--- config.mk ---
export PLATFORM = sky130hd
export DESIGN_NAME = cpu_stage_sequencer
export DESIGN_NICKNAME = d
export VERILOG_FILES = /design/src/rtl/cpu_stage_sequencer.sv
export SDC_FILE = /design/constraint.sdc
export NUM_CORES = 1
export LEC_CHECK = 0
export ABC_AREA = 1
export CAP_MARGIN = 20
export CORE_ASPECT_RATIO = 0.75
export CORE_MARGIN = 5
export CORE_UTILIZATION = 52
export DETAILED_ROUTE_END_ITERATION = 10
export GPL_TIMING_DRIVEN = 0
export PLACE_DENSITY_LB_ADDON = 0.05
export REMOVE_ABC_BUFFERS = 1
export SYNTH_ARGS = -nofsm -noshare
export SYNTH_HDL_FRONTEND = slang
export SYNTH_SLANG_ARGS = --single-unit
--- constraint.sdc ---
create_clock -name clk -period 2.44 [get_ports clk]
set_clock_uncertainty 0.15 [all_clocks]
set_input_delay 0.732 -clock clk [delete_from_list [all_inputs] [get_ports clk]]
set_output_delay 0.732 -clock clk [all_outputs]
set_load 0.02 [all_outputs]
--- src/rtl/cpu_stage_sequencer.sv ---
// cpu_stage_sequencer
// Multi-cycle stage controller: steps one instruction at a time through
// FETCH, DECODE, EXEC, optional MEM and WB. It drives the per-stage strobes,
// the register-file and data-memory write strobes and the PC source select,
// counts retired instructions, and hands the memories to the external
// program loader while the core is parked in IDLE or HALT.
//
// Build option: define SEQ_SINGLE_STEP_EN to add the `step` input. A step
// pulse in IDLE (with no loader request) runs exactly one instruction and
// then returns to IDLE whatever the level of `run`.

module cpu_stage_sequencer #(
    parameter logic [5:0] HALT_OPCODE = 6'b111111,
    parameter int         CNT_W       = 32
) (
    input  logic             clk,
    input  logic             rst,
    input  logic             run,
    input  logic             load_req,
    input  logic [5:0]       opcode,
    input  logic             branch_taken,
`ifdef SEQ_SINGLE_STEP_EN
    input  logic             step,
`endif
    output logic             load_gnt,
    output logic             fetch_en,
    output logic             decode_en,
    output logic             exec_en,
    output logic             mem_en,
    output logic             wb_en,
    output logic             rf_we,
    output logic             dmem_we,
    output logic             pc_en,
    output logic [1:0]       pc_sel,
    output logic             busy,
    output logic             halted,
    output logic [CNT_W-1:0] instr_count
);

    typedef enum logic [2:0] {
        S_IDLE,
        S_FETCH,
        S_DECODE,
        S_EXEC,
        S_MEM,
        S_WB,
        S_HALT
    } state_t;

    localparam logic [1:0] PC_NEXT   = 2'd0;
    localparam logic [1:0] PC_BRANCH = 2'd1;
    localparam logic [1:0] PC_JUMP   = 2'd2;

    state_t           state_q, state_d;
    logic [CNT_W-1:0] cnt_q, cnt_d;
    // Set when the current instruction was launched by a step pulse.
    logic             step_mode_q, step_mode_d;
    logic             step_w;

`ifdef SEQ_SINGLE_STEP_EN
    assign step_w = step;
`else
    assign step_w = 1'b0;
`endif

    // Opcode classes. HALT is resolved in DECODE and never reaches EXEC/WB,
    // so the remaining classes need no exclusion of HALT_OPCODE.
    logic is_halt, is_rtype, is_imm, is_lw, is_sw, is_seti, is_br, is_jal, is_jmp;

    assign is_halt  = (opcode == HALT_OPCODE);
    assign is_rtype = (opcode == 6'd0);
    assign is_imm   = (opcode inside {[6'd1:6'd5]});
    assign is_lw    = (opcode == 6'd7);
    assign is_sw    = (opcode == 6'd8);
    assign is_seti  = (opcode inside {[6'd9:6'd11]});
    assign is_br    = (opcode inside {[6'd16:6'd23]});
    assign is_jal   = (opcode == 6'd26);
    assign is_jmp   = (opcode inside {[6'd24:6'd62]}) && !is_jal;

    assign instr_count = cnt_q;

    // State, step-mode flag and retired-instruction counter registers.
    always_ff @(posedge clk) begin
        // NOTE: sequential state uses non-blocking (<=) so every register
        // samples the pre-edge values; blocking here would create ordering races.
        if (rst) begin
            state_q     <= S_IDLE;
            cnt_q       <= '0;
            step_mode_q <= 1'b0;
        end else begin
            state_q     <= state_d;
            cnt_q       <= cnt_d;
            step_mode_q <= step_mode_d;
        end
    end

    // Next-state decode plus all stage strobes and write enables.
    always_comb begin
        // NOTE: every variable gets a default first so no path through the
        // case statement leaves one unassigned, which would infer a latch.
        state_d     = state_q;
        cnt_d       = cnt_q;
        step_mode_d = step_mode_q;
        load_gnt    = 1'b0;
        fetch_en    = 1'b0;
        decode_en   = 1'b0;
        exec_en     = 1'b0;
        mem_en      = 1'b0;
        wb_en       = 1'b0;
        rf_we       = 1'b0;
        dmem_we     = 1'b0;
        pc_en       = 1'b0;
        pc_sel      = PC_NEXT;
        busy        = 1'b0;
        halted      = 1'b0;

        unique case (state_q)
            S_IDLE: begin
                // Loader wins over run/step; the grant is held off while
                // reset is asserted so all outputs read zero during reset.
                load_gnt = load_req && !rst;
                if (!load_req) begin
                    if (step_w) begin
                        state_d     = S_FETCH;
                        step_mode_d = 1'b1;
                    end else if (run) begin
                        state_d = S_FETCH;
                    end
                end
            end
            S_FETCH: begin
                busy     = 1'b1;
                fetch_en = 1'b1;
                state_d  = S_DECODE;
            end
            S_DECODE: begin
                busy      = 1'b1;
                decode_en = 1'b1;
                state_d   = is_halt ? S_HALT : S_EXEC;
            end
            S_EXEC: begin
                busy    = 1'b1;
                exec_en = 1'b1;
                state_d = (is_lw || is_sw) ? S_MEM : S_WB;
            end
            S_MEM: begin
                busy    = 1'b1;
                mem_en  = 1'b1;
                dmem_we = is_sw;
                state_d = S_WB;
            end
            S_WB: begin
                busy   = 1'b1;
                wb_en  = 1'b1;
                pc_en  = 1'b1;
                rf_we  = is_rtype || is_imm || is_lw || is_seti || is_jal;
                if (is_jmp || is_jal) begin
                    pc_sel = PC_JUMP;
                end else if (is_br && branch_taken) begin
                    pc_sel = PC_BRANCH;
                end
                cnt_d       = cnt_q + CNT_W'(1);
                step_mode_d = 1'b0;
                // A stepped instruction always parks in IDLE afterwards.
                state_d     = (run && !step_mode_q) ? S_FETCH : S_IDLE;
            end
            S_HALT: begin
                halted   = 1'b1;
                load_gnt = load_req && !rst;
                if (!run && !load_req) begin
                    state_d = S_IDLE;
                end
            end
            default: begin
                state_d = S_IDLE;
            end
        endcase
    end

endmodule

==> impl_metrics.yaml <==
drt:
  finalWirelength_mm: 5.41
  avgViaCountPerCell: 5.10
  first_pass_iters: 4
  avgRoutedWirePerCell_um: 12.2
  ant_nets: 0
  drcViolationCount: 0
  initialDrtViolationCount: 114
  num_vias: 2265
job:
  cap_violations: 0
synthesis:
  async_reset_ff_frac: 0
  synth_cells: 328
  yosysTopAreaCell: "dfxtp_1"
  synth_cell_types: 31
  synth_area_leaders: "dfxtp_1 33%, nand2_1 14%, nor2_1 11%"
  avgSynthCellArea_sq_um: 6.43
  synth-edff-count: 0
  synth_top_area_share: 0.332
  yosysSeqAreaShare: 0.332
  synth_area_sq_um: 2110
  yosysMostFrequentCell: "nand2_1"
  synth_warnings: 0
  ys.flop_type: "dfxtp_1"
  synthTopCellsByCount: "77 x nand2_1, 61 x nor2_1, 48 x inv_1"
  ys_seq_elements: 35
sta:
  slew_violations: 0
  worst_pin_slew_ns: 0.758
  slew_headroom: 0.494
  setup_violations: 0
  hold_ws_ns: 0.356
  finalCriticalPeriod_ns: 2.42
  period_share: 0.991
  finalHoldViolCount: 0
  rsz0062_at_grt: "true"
  final.setup.tns_ns: 0
  fmax_mhz: 413
floorplanning:
  ios: 56
  fp.dieH_um: 65.1
  rows: 20
  initial_utilization: 0.530
  die_area_sq_um: 5440
  die_w_um: 83.5
  core_sq_um: 3980
worst_setup_path:
  criticalPathCategory: "primary input to primary output"
  r2r_end: "instr_count[30]$_SDFFE_PP0P_"
  worstPathArrival_ns: 1.54
  startpoint_type: "primary input"
  slowest_stage: "a41oi_2"
  cp_cell_sequence: "buf_2 > nor3_2 > nand4_1 > a41oi_2 > buf_4"
  r2r-start: "instr_count[0]$_SDFFE_PP0P_"
  required_ns: 1.56
  max_stage_delay_ns: 0.21
  endpoint_kind: "primary output"
  path_max_fanout: 5
  reg2reg_depth: 8
  r2r_slack_ns: 0.64
clocking:
  path_clk_slew_ns: 0.07
  htreeDepth: 2
  cts_root_buf: "clkbuf_8"
  cts_buffer_depth: 2
  hold_buffers: 0
  clock_latency_ns: 0.29
  cts_inserted_buffers: 5
  cts_tree: "yes"
  cts.sinks: 35
hold_path:
  hold_end: "instr_count[5]$_SDFFE_PP0P_"
  hold_start: "instr_count[5]$_SDFFE_PP0P_"
  min_path_cells: 1
  hold_path.class: "flip-flop to flip-flop"
final_layout:
  post-route-util: 0.710
  fill_cells: 371
  nets: 400
  drive_gt1_frac: 0.149
  insertedDiodeCount: 0
  area_growth_pct: 34.1
global_routing:
  grt_max_degree: 26
  grt_remaining_overflow: 0
  grt_pass1_vias: 2085
  antenna_found_initial: 0
  grt_pass1_wl_mm: 9.16
  grt_use_total: 0.204
placement:
  gp_congestion: 0.857
  portBuffers: 55
  dp_hpwl_mm: 4.04
power_and_ir_drop:
  ir_drop_uv: 304
  power_density_nw_per_um2: 424
  power_leakage_nw: 1.25
status:
  status: "finished clean"
[metal layers]
metal / vias up / track usage / routed length (um)
met3: 4 / 0.0426 / 315
met4: 0 / 0.0522 / 34
met5: - / 0 / 0
met1: 1027 / 0.287 / 2730
met2: 70 / 0.322 / 2320
li1: 1164 / - / -
[registers in the layout, indices dropped and copies added, names as in the netlist]
register     flops
instr_count     32
state_q          3
[stage by stage]
step / instance area, sq um / worst slack [ns] / total power [mW] / cells
final: 2830 / 0.0214 / 1.20 / 444
after global routing: 2830 / -0.0258 / 1.26 / 444
after CTS: 2810 / -0.0899 / 1.20 / 443
after detailed placement: 2700 / -0.846 / 0.758 / 433
after global placement: 2700 / -0.834 / 0.758 / 433
after floorplan: 2080 / 0.0730 / 0.691 / 323
[placed cells by master (no fill, tap or decap), drive strengths merged]
| cell type | n |
|---|---|
| nand2 | 81 |
| nor2 | 69 |
| inv | 49 |
| dfxtp | 35 |
| clkdlybuf4s50 | 34 |
| nand3 | 24 |
| a21oi | 18 |
| nand4 | 14 |
| o21ai | 14 |
| clkbuf | 12 |
| buf | 11 |
| dlygate4sd2 | 8 |
| nor3 | 7 |
| xor2 | 5 |
| o21a | 2 |
| a41oi | 1 |
| o21bai | 1 |
| o22ai | 1 |
| and2 | 1 |
| ha | 1 |
| dlymetal6s2s | 1 |
[power by group]
group	switching (mW)	internal, mW	leakage [nW]
Clock	0.200	0.257	0.0515
Combinational	0.0947	0.0550	0.915
Sequential	0.0129	0.579	0.283
[cell type report]
type                            count  area (sq um)  area share
Clock buffer                        8           100      0.0354
Timing Repair Buffer               58           518       0.183
Inverter                           49           186      0.0660
Tap cell                           55          68.8      0.0243
Sequential cell                    35           703       0.249
Multi-Input combinational cell    239          1250       0.442
[repair_timing]
action | CTS | global route
resized for setup | 58 | 25
endpoints found under the setup margin | 13 | 5
setup buffers | 2 | 1
pin swaps | 4 | 5
[cells by family after synthesis]
kind of cell,Yosys count,synth area share
XOR/XNOR,5,0.0208
adder cells (fa/ha/maj),1,0.00593
buffers and inverters,54,0.102
AO/OA/AOI/OAI,37,0.0938
AND/OR/NAND/NOR,196,0.445
flip-flops,35,0.332
[worst max path at each step]
stage | startpoint | slack [ns] | to | cells past startpoint
2_1_floorplan | opcode[3] | 0.07 | rf_we | 5
3_3_place_gp | opcode[5] | -0.83 | rf_we | 7
3_5_place_dp | opcode[0] | -0.85 | rf_we | 7
4_1_cts | opcode[3] | -0.09 | rf_we | 6
5_1_grt | opcode[0] | -0.03 | rf_we | 5
6_report | opcode[0] | 0.02 | rf_we | 5
[worst max-delay path, delay by kind of cell]
family / cells / cell delay, ns
AND/OR/NAND/NOR: 2 / 0.29
AO/OA/AOI/OAI: 1 / 0.21
buffers and inverters: 2 / 0.30
Power figures use the tool's default switching activity.
